===== src/rtl/pc_redirect_unit_if.sv =====
// Fetch-side bundle of the PC redirect unit.
// The unit drives the fetch request (master); the instruction memory /
// pipeline side consumes it (slave).
interface pc_redirect_unit_if;
  logic        redirect_valid;
  logic [31:0] redirect_target;
  logic        stall;
  logic        fetch_ready;
  logic        fetch_valid;
  logic [31:0] fetch_pc;
  logic [31:0] pc_plus4;
  logic        trap_valid;
  logic [31:0] trap_pc;
  logic [15:0] redirect_count;

  modport master (
    input  redirect_valid, redirect_target, stall, fetch_ready,
    output fetch_valid, fetch_pc, pc_plus4, trap_valid, trap_pc, redirect_count
  );

  modport slave (
    output redirect_valid, redirect_target, stall, fetch_ready,
    input  fetch_valid, fetch_pc, pc_plus4, trap_valid, trap_pc, redirect_count
  );
endinterface


===== src/rtl/pc_redirect_unit.sv =====
// PC redirect unit: owns the fetch PC, issues fetch requests, applies
// branch/jump redirects with priority over sequential stepping, and
// counts applied redirects (saturating).
// Optional feature macro: PC_MISALIGN_TRAP_EN -- when defined, a redirect
// with target[1:0] != 0 traps instead of being applied; when undefined the
// target is forced word-aligned and the trap outputs stay 0.
module pc_redirect_unit #(
  parameter logic [31:0] RESET_PC = 32'h0000_0000
) (
  input logic               clk,
  input logic               rst,
  pc_redirect_unit_if.master bus
);

  typedef enum logic [1:0] {BOOT, RUN, HOLD, TRAP} state_t;

  state_t      state_q, state_d;
  logic [31:0] fetch_pc_q, fetch_pc_d;
  logic        fetch_valid_q, fetch_valid_d;
  logic        trap_valid_q, trap_valid_d;
  logic [31:0] trap_pc_q, trap_pc_d;
  logic [15:0] count_q, count_d;

  logic [31:0] target_w;
  logic        misaligned_w;
  logic        accept_w;
  logic [15:0] count_inc_w;

`ifdef PC_MISALIGN_TRAP_EN
  assign target_w     = bus.redirect_target;
  assign misaligned_w = |bus.redirect_target[1:0];
`else
  assign target_w     = {bus.redirect_target[31:2], 2'b00};
  assign misaligned_w = 1'b0;
`endif

  assign accept_w    = fetch_valid_q & bus.fetch_ready;
  assign count_inc_w = (count_q == 16'hFFFF) ? count_q : count_q + 16'd1;

  // Next-state and next-output computation for the fetch FSM.
  always_comb begin
    state_d       = state_q;
    fetch_pc_d    = fetch_pc_q;
    fetch_valid_d = fetch_valid_q;
    trap_valid_d  = trap_valid_q;
    trap_pc_d     = trap_pc_q;
    count_d       = count_q;

    case (state_q)
      BOOT: begin
        // Redirects are ignored here; the first request goes out one
        // cycle after entering RUN.
        state_d       = RUN;
        fetch_valid_d = 1'b0;
      end

      RUN: begin
        if (bus.redirect_valid && misaligned_w) begin
          state_d       = TRAP;
          fetch_valid_d = 1'b0;
          trap_valid_d  = 1'b1;
          trap_pc_d     = bus.redirect_target;
        end else begin
          // Redirect beats the sequential step and drops any pending request.
          if (bus.redirect_valid) begin
            fetch_pc_d = target_w;
            count_d    = count_inc_w;
          end else if (accept_w) begin
            fetch_pc_d = fetch_pc_q + 32'd4;
          end
          if (bus.stall) begin
            state_d       = HOLD;
            fetch_valid_d = 1'b0;
          end else begin
            fetch_valid_d = 1'b1;
          end
        end
      end

      HOLD: begin
        if (bus.redirect_valid && misaligned_w) begin
          state_d       = TRAP;
          fetch_valid_d = 1'b0;
          trap_valid_d  = 1'b1;
          trap_pc_d     = bus.redirect_target;
        end else begin
          if (bus.redirect_valid) begin
            fetch_pc_d = target_w;
            count_d    = count_inc_w;
          end
          if (!bus.stall) begin
            state_d       = RUN;
            fetch_valid_d = 1'b1;
          end
        end
      end

      TRAP: begin
        // Only an aligned redirect (or reset) leaves TRAP; stall is ignored.
        fetch_valid_d = 1'b0;
        if (bus.redirect_valid) begin
          if (misaligned_w) begin
            trap_pc_d = bus.redirect_target;
          end else begin
            fetch_pc_d    = target_w;
            count_d       = count_inc_w;
            trap_valid_d  = 1'b0;
            state_d       = RUN;
            fetch_valid_d = 1'b1;
          end
        end
      end

      default: begin
        state_d       = BOOT;
        fetch_valid_d = 1'b0;
      end
    endcase
  end

  // State and registered outputs, asynchronously reset.
  always_ff @(posedge clk or posedge rst) begin
    if (rst) begin
      state_q       <= BOOT;
      fetch_pc_q    <= RESET_PC;
      fetch_valid_q <= 1'b0;
      trap_valid_q  <= 1'b0;
      trap_pc_q     <= 32'h0000_0000;
      count_q       <= 16'h0000;
    end else begin
      state_q       <= state_d;
      fetch_pc_q    <= fetch_pc_d;
      fetch_valid_q <= fetch_valid_d;
      trap_valid_q  <= trap_valid_d;
      trap_pc_q     <= trap_pc_d;
      count_q       <= count_d;
    end
  end

  assign bus.fetch_valid    = fetch_valid_q;
  assign bus.fetch_pc       = fetch_pc_q;
  assign bus.pc_plus4       = fetch_pc_q + 32'd4;
  assign bus.trap_valid     = trap_valid_q;
  assign bus.trap_pc        = trap_pc_q;
  assign bus.redirect_count = count_q;

endmodule


===== src/flat_wrapper.sv =====
// flat-port wrapper written by rule: the top's interface ports become plain ports
module pc_redirect_unit_flat 
#(
  parameter logic [31:0] RESET_PC = 32'h0000_0000
)
  (clk, rst, bus_redirect_valid, bus_redirect_target, bus_stall, bus_fetch_ready, bus_fetch_valid, bus_fetch_pc, bus_pc_plus4, bus_trap_valid, bus_trap_pc, bus_redirect_count);
  pc_redirect_unit_if bus_i ();
  input logic clk;
  input logic rst;
  input wire logic [$bits(bus_i.redirect_valid)-1:0] bus_redirect_valid;
  input wire logic [$bits(bus_i.redirect_target)-1:0] bus_redirect_target;
  input wire logic [$bits(bus_i.stall)-1:0] bus_stall;
  input wire logic [$bits(bus_i.fetch_ready)-1:0] bus_fetch_ready;
  output wire logic [$bits(bus_i.fetch_valid)-1:0] bus_fetch_valid;
  output wire logic [$bits(bus_i.fetch_pc)-1:0] bus_fetch_pc;
  output wire logic [$bits(bus_i.pc_plus4)-1:0] bus_pc_plus4;
  output wire logic [$bits(bus_i.trap_valid)-1:0] bus_trap_valid;
  output wire logic [$bits(bus_i.trap_pc)-1:0] bus_trap_pc;
  output wire logic [$bits(bus_i.redirect_count)-1:0] bus_redirect_count;
  assign bus_i.redirect_valid = bus_redirect_valid;
  assign bus_i.redirect_target = bus_redirect_target;
  assign bus_i.stall = bus_stall;
  assign bus_i.fetch_ready = bus_fetch_ready;
  assign bus_fetch_valid = bus_i.fetch_valid;
  assign bus_fetch_pc = bus_i.fetch_pc;
  assign bus_pc_plus4 = bus_i.pc_plus4;
  assign bus_trap_valid = bus_i.trap_valid;
  assign bus_trap_pc = bus_i.trap_pc;
  assign bus_redirect_count = bus_i.redirect_count;
  pc_redirect_unit #(.RESET_PC(RESET_PC)) u_core (.clk(clk), .rst(rst), .bus(bus_i));
endmodule

===== config.mk =====
export PLATFORM = sky130hd
export DESIGN_NAME = pc_redirect_unit_flat
export DESIGN_NICKNAME = d
export VERILOG_FILES = /design/src/rtl/pc_redirect_unit_if.sv /design/src/rtl/pc_redirect_unit.sv /design/src/flat_wrapper.sv
export SDC_FILE = /design/constraint.sdc
export NUM_CORES = 1
export LEC_CHECK = 0
export BUFFER_PORTS_ARGS = -buffer_cell sky130_fd_sc_hd__buf_2
export CAP_MARGIN = 25
export CORE_MARGIN = 2
export CORE_UTILIZATION = 50
export DETAILED_ROUTE_END_ITERATION = 12
export PLACE_DENSITY = 0.82
export SLEW_MARGIN = 40
export SYNTH_ARGS = -nofsm -noshare
export SYNTH_HDL_FRONTEND = slang
export SYNTH_SLANG_ARGS = --single-unit

===== constraint.sdc =====
create_clock -name clk -period 2.9 [get_ports clk]
set_clock_uncertainty 0.2 [all_clocks]
set_input_delay 0.725 -clock clk [delete_from_list [all_inputs] [get_ports clk]]
set_output_delay 0.725 -clock clk [all_outputs]
set_load 0.02 [all_outputs]

==> results by stage <==
Synth:
- After synthesis, flip-flops and latches occupy 32.48% of the total area.
- The count of cell types in the netlist is 60.
- The post-synthesis instance total is 428.
- After synthesis, the cell types taking the most area are sky130_fd_sc_hd__dfrtp_1 (32%), sky130_fd_sc_hd__buf_4 (9.1%), sky130_fd_sc_hd__xnor2_1 (7.0%).
- The number of synthesized flops with an enable pin is 0.
- The mean area per synthesized cell is 8.820 sq um.
- The number of warnings issued by yosys is 0.
- The cell area after synthesis is 3775 sq um.
- The proportion of netlist area held by the largest area contributor is 32.48%.
- The synthesized design contains 49 register bits.
- Counting flops with an async set or reset pin after synthesis yields a share of 100.0%.
- In the synthesized netlist the dominant register cell turns out to be sky130_fd_sc_hd__dfrtp_1.
- The synthesized design spends more area on one cell type than any other, namely sky130_fd_sc_hd__dfrtp_1.

STA:
- The final-layout setup total negative slack is -0.4666 ns.
- Setup repair after global routing could not meet its margin everywhere.
- The time the worst path needs with I/O delays and setup is 3.050 ns.
- The worst-case setup margin in the final layout is -0.1499 ns.
- The number of max-slew violations in the final report is 0.
- Setup violations remaining at the end of the flow were counted as 6.
- At the pin with the least slew margin, the transition time is 0.5905 ns.
- The number of failing hold endpoints at the final stage is 0.
- The maximum clock frequency is 0.3279 GHz.
- The worst relative slew slack is 60.63%.
- The tightest hold path in the finished design has a slack of 0.2421 ns.
- Of the available clock period, the critical path in the final layout requires 105.2%.

Clock tree:
- The clock-pin slew of the registers on the worst-case setup and hold paths is 0.10 ns.
- The H-tree generated during clock tree synthesis spans 2 levels.
- Buffers inserted during clock tree synthesis total 5.
- The CTS tree is built.
- In this run the clock root is driven by a sky130_fd_sc_hd__clkbuf_8.
- The clock latency of the later-clocked register in the worst-skew pair is 0.31 ns.
- Counting along the longest clock path gives a buffer depth of 2.
- The number of clock sinks is 49.

Setup path:
- The class of the most critical setup path is flip-flop to primary output.
- The signal on the critical path passes through buf_6 > nand4_1 > buf_4 > nor4_4 > nand4_1 > xnor2_1 > buf_4.
- The number of buffer and inverter stages on the critical path is 3.
- The cell type group with the largest total delay on the critical path is simple AND/OR/NAND/NOR gates.
- The worst setup path is launched from a flip-flop.
- The required time of the critical path is 1.98 ns.
- The slowest cell on the critical path is sky130_fd_sc_hd__dfrtp_1.
- The maximum cell stage delay along the critical path is 0.41 ns.
- The arrival time of the worst setup path is 2.12 ns.
- The nature of the critical path endpoint is a primary output.
- The peak fanout along the critical path is 3.

Run status:
- The flow ran to the end, but the final reports show violations.
- The checks that failed: negative setup slack.

Global route:
- The initial antenna violation count is 0.
- Entering global routing, the biggest net connects 50 pins.
- The overall routing resource usage is 24.67%.
- After global routing the overflow that remains totals 0.
- The via count of the first global-routing pass is 3,459.
- The first global-routing pass estimated 16.67 mm of wire.

Floorplanning:
- The total area inside the core boundary comes to 7292 sq um.
- The full die area is 8261 sq um.
- The initial utilization of the core area, before any placement, comes to 51.77%.
- The width of the chip is 90.89 um.
- The total number of placement rows is 31.
- 151 I/O pins were placed.
- The die span in y is 90.89 um.

Routing:
- The final layout contains routed wiring with a total length of 11.50 mm.
- After detailed routing, the number of remaining DRC violations is 0.
- The wire length per cell after detailed routing is 17.19 um.
- The total via count in the routed design is 3,960.
- In this run the remaining antenna-violating nets after routing total 0.
- In this run, the number of DRC markers left after iteration 0 of detailed routing was 379.
- The number of iterations in the first detailed-routing pass is 5.
- The detail-routed via count per cell is 5.919.

Final layout:
- For this run, the post-layout net count is 608.
- The post-route netlist has 42.98% of its cells at a drive strength greater than 1.
- The number of antenna cells inserted is 0.
- The most common cell after layout, fill and taps aside is sky130_fd_sc_hd__buf_2.
- Once layout is complete, the cells apart from fillers number 669.
- The library cells used most frequently in the layout, excluding fill and tap cells, are sky130_fd_sc_hd__buf_2 (98), sky130_fd_sc_hd__buf_4 (61), sky130_fd_sc_hd__dfrtp_1 (39), sky130_fd_sc_hd__conb_1 (37), sky130_fd_sc_hd__nand2_1 (30).
- The layout-stage area growth over the synthesis result is 32.05%.

Placement:
- Port buffering added 111 buffers.
- Detailed placement ended at an HPWL of 7.258 mm.
- Once placement completed, the tool counted placed cells totaling 627.
- The weighted congestion reported at the end of routability-driven placement is 0.8456.

Pwr:
- In this run the power density over the cells is 1042 nW/um^2.
- VDD sags by at most 0.7374 mV.
- In this run the static leakage power is 2.278 nW.

Min path:
- The worst hold path belongs to the class primary input to async pin.

Flow run:
- The tool flagged a number of max-cap violations equal to 0.
synthesized netlist by cell type, drive strengths merged, types with 7 or more instances:
cell type and count:
clkbuf 11, a32oi 12, or3 8, and3 7
nand4 20, o211ai 15, xnor2 30, nor2 19
xor2 12, nor3 8, nand2 32, a21oi 20
o21ai 11, dfrtp 49, and4 7, o311ai 8
buf 62, inv 7, o22ai 8, nand3 26
state kept, by name, indices dropped and copies added, names as in the netlist:
signal                     flops
u_core.state_q                 2
u_core.bus.redirect_count     16
u_core.bus.fetch_pc           30
u_core.bus.fetch_valid         1
stage by stage:
step	total power, W	setup slack, ns	cell area [sq um]	util [%]
finish	0.005192	-0.1499	4985	68.36
global route	0.005469	-0.2104	4985	68.36
CTS	0.004806	-0.03484	4641	63.64
detailed placement	0.004239	0.1842	4357	59.75
global placement	0.004155	0.1958	4357	59.75
floorplan	0.003362	0.01078	3925	-
final cells by class:
class	instances	area [sq um]
multi-input combinational	335	2401
inverter	7	26.28
sequential	49	1239
tap	99	123.9
clock inverter	3	25.02
timing repair buffer	171	1101
fill	577	2307
clock buffer	5	68.82
timing repair:
item,in CTS,in global routing
pin swaps,8,18
setup endpoints to repair,12,17
setup buffers,15,20
hold buffers,0,0
resized for setup,24,48
where the power goes:
part	internal (W)	leakage, nW	switching, W
clock	0.000175	0.0447	0.000262
combinational	0.00136	1.65	0.00201
sequential	0.000971	0.586	0.000415
final timing paths:
kind                                                           startpoint                                         to  slack [ns]  depth (start not counted)
worst max-delay path                   u_core.bus.fetch_pc[3]$_DFFE_PP0P_                           bus_pc_plus4[25]       -0.15                          7
worst min-delay path                                                  rst  u_core.bus.redirect_count[10]$_DFFE_PP0P_        0.24                          3
worst max register to register         u_core.bus.fetch_pc[3]$_DFFE_PP0P_        u_core.bus.fetch_pc[25]$_DFFE_PP0P_       -0.02                         15
worst min register to register  u_core.bus.redirect_count[12]$_DFFE_PP0P_  u_core.bus.redirect_count[12]$_DFFE_PP0P_        0.32                          1
max in group asynchronous                                             rst        u_core.bus.fetch_pc[18]$_DFFE_PP0P_        2.02                          3
min in group clk                u_core.bus.redirect_count[12]$_DFFE_PP0P_  u_core.bus.redirect_count[12]$_DFFE_PP0P_        0.32                          1
worst min-delay path, delay by kind of cell:
kind	cells	cell delay, ns
buf+inv	3	0.42
routing by layer:
| metal | GRT usage [%] | wire length [um] |
|---|---|---|
| met2 | 40.92 | 5528 |
| met4 | 7.197 | 406 |
| met3 | 5.593 | 1012 |
| met1 | 32.29 | 4551 |
| met5 | 0 | 0 |
logic make-up (layout without fill, tap and decap cells):
logic type | after synthesis | count (layout) | share of synthesized area, %
simple gates | 147 | 147 | 22.57
xor+xnor | 42 | 42 | 9.745
flops | 49 | 49 | 32.48
buf+inv | 80 | 186 | 13.26
fa+ha+maj | 2 | 2 | 0.6628
other cells | 1 | 37 | 0.09934
compound gates | 100 | 100 | 19.16
mux | 7 | 7 | 2.022
No activity file was read; power rests on OpenSTA's default activity.
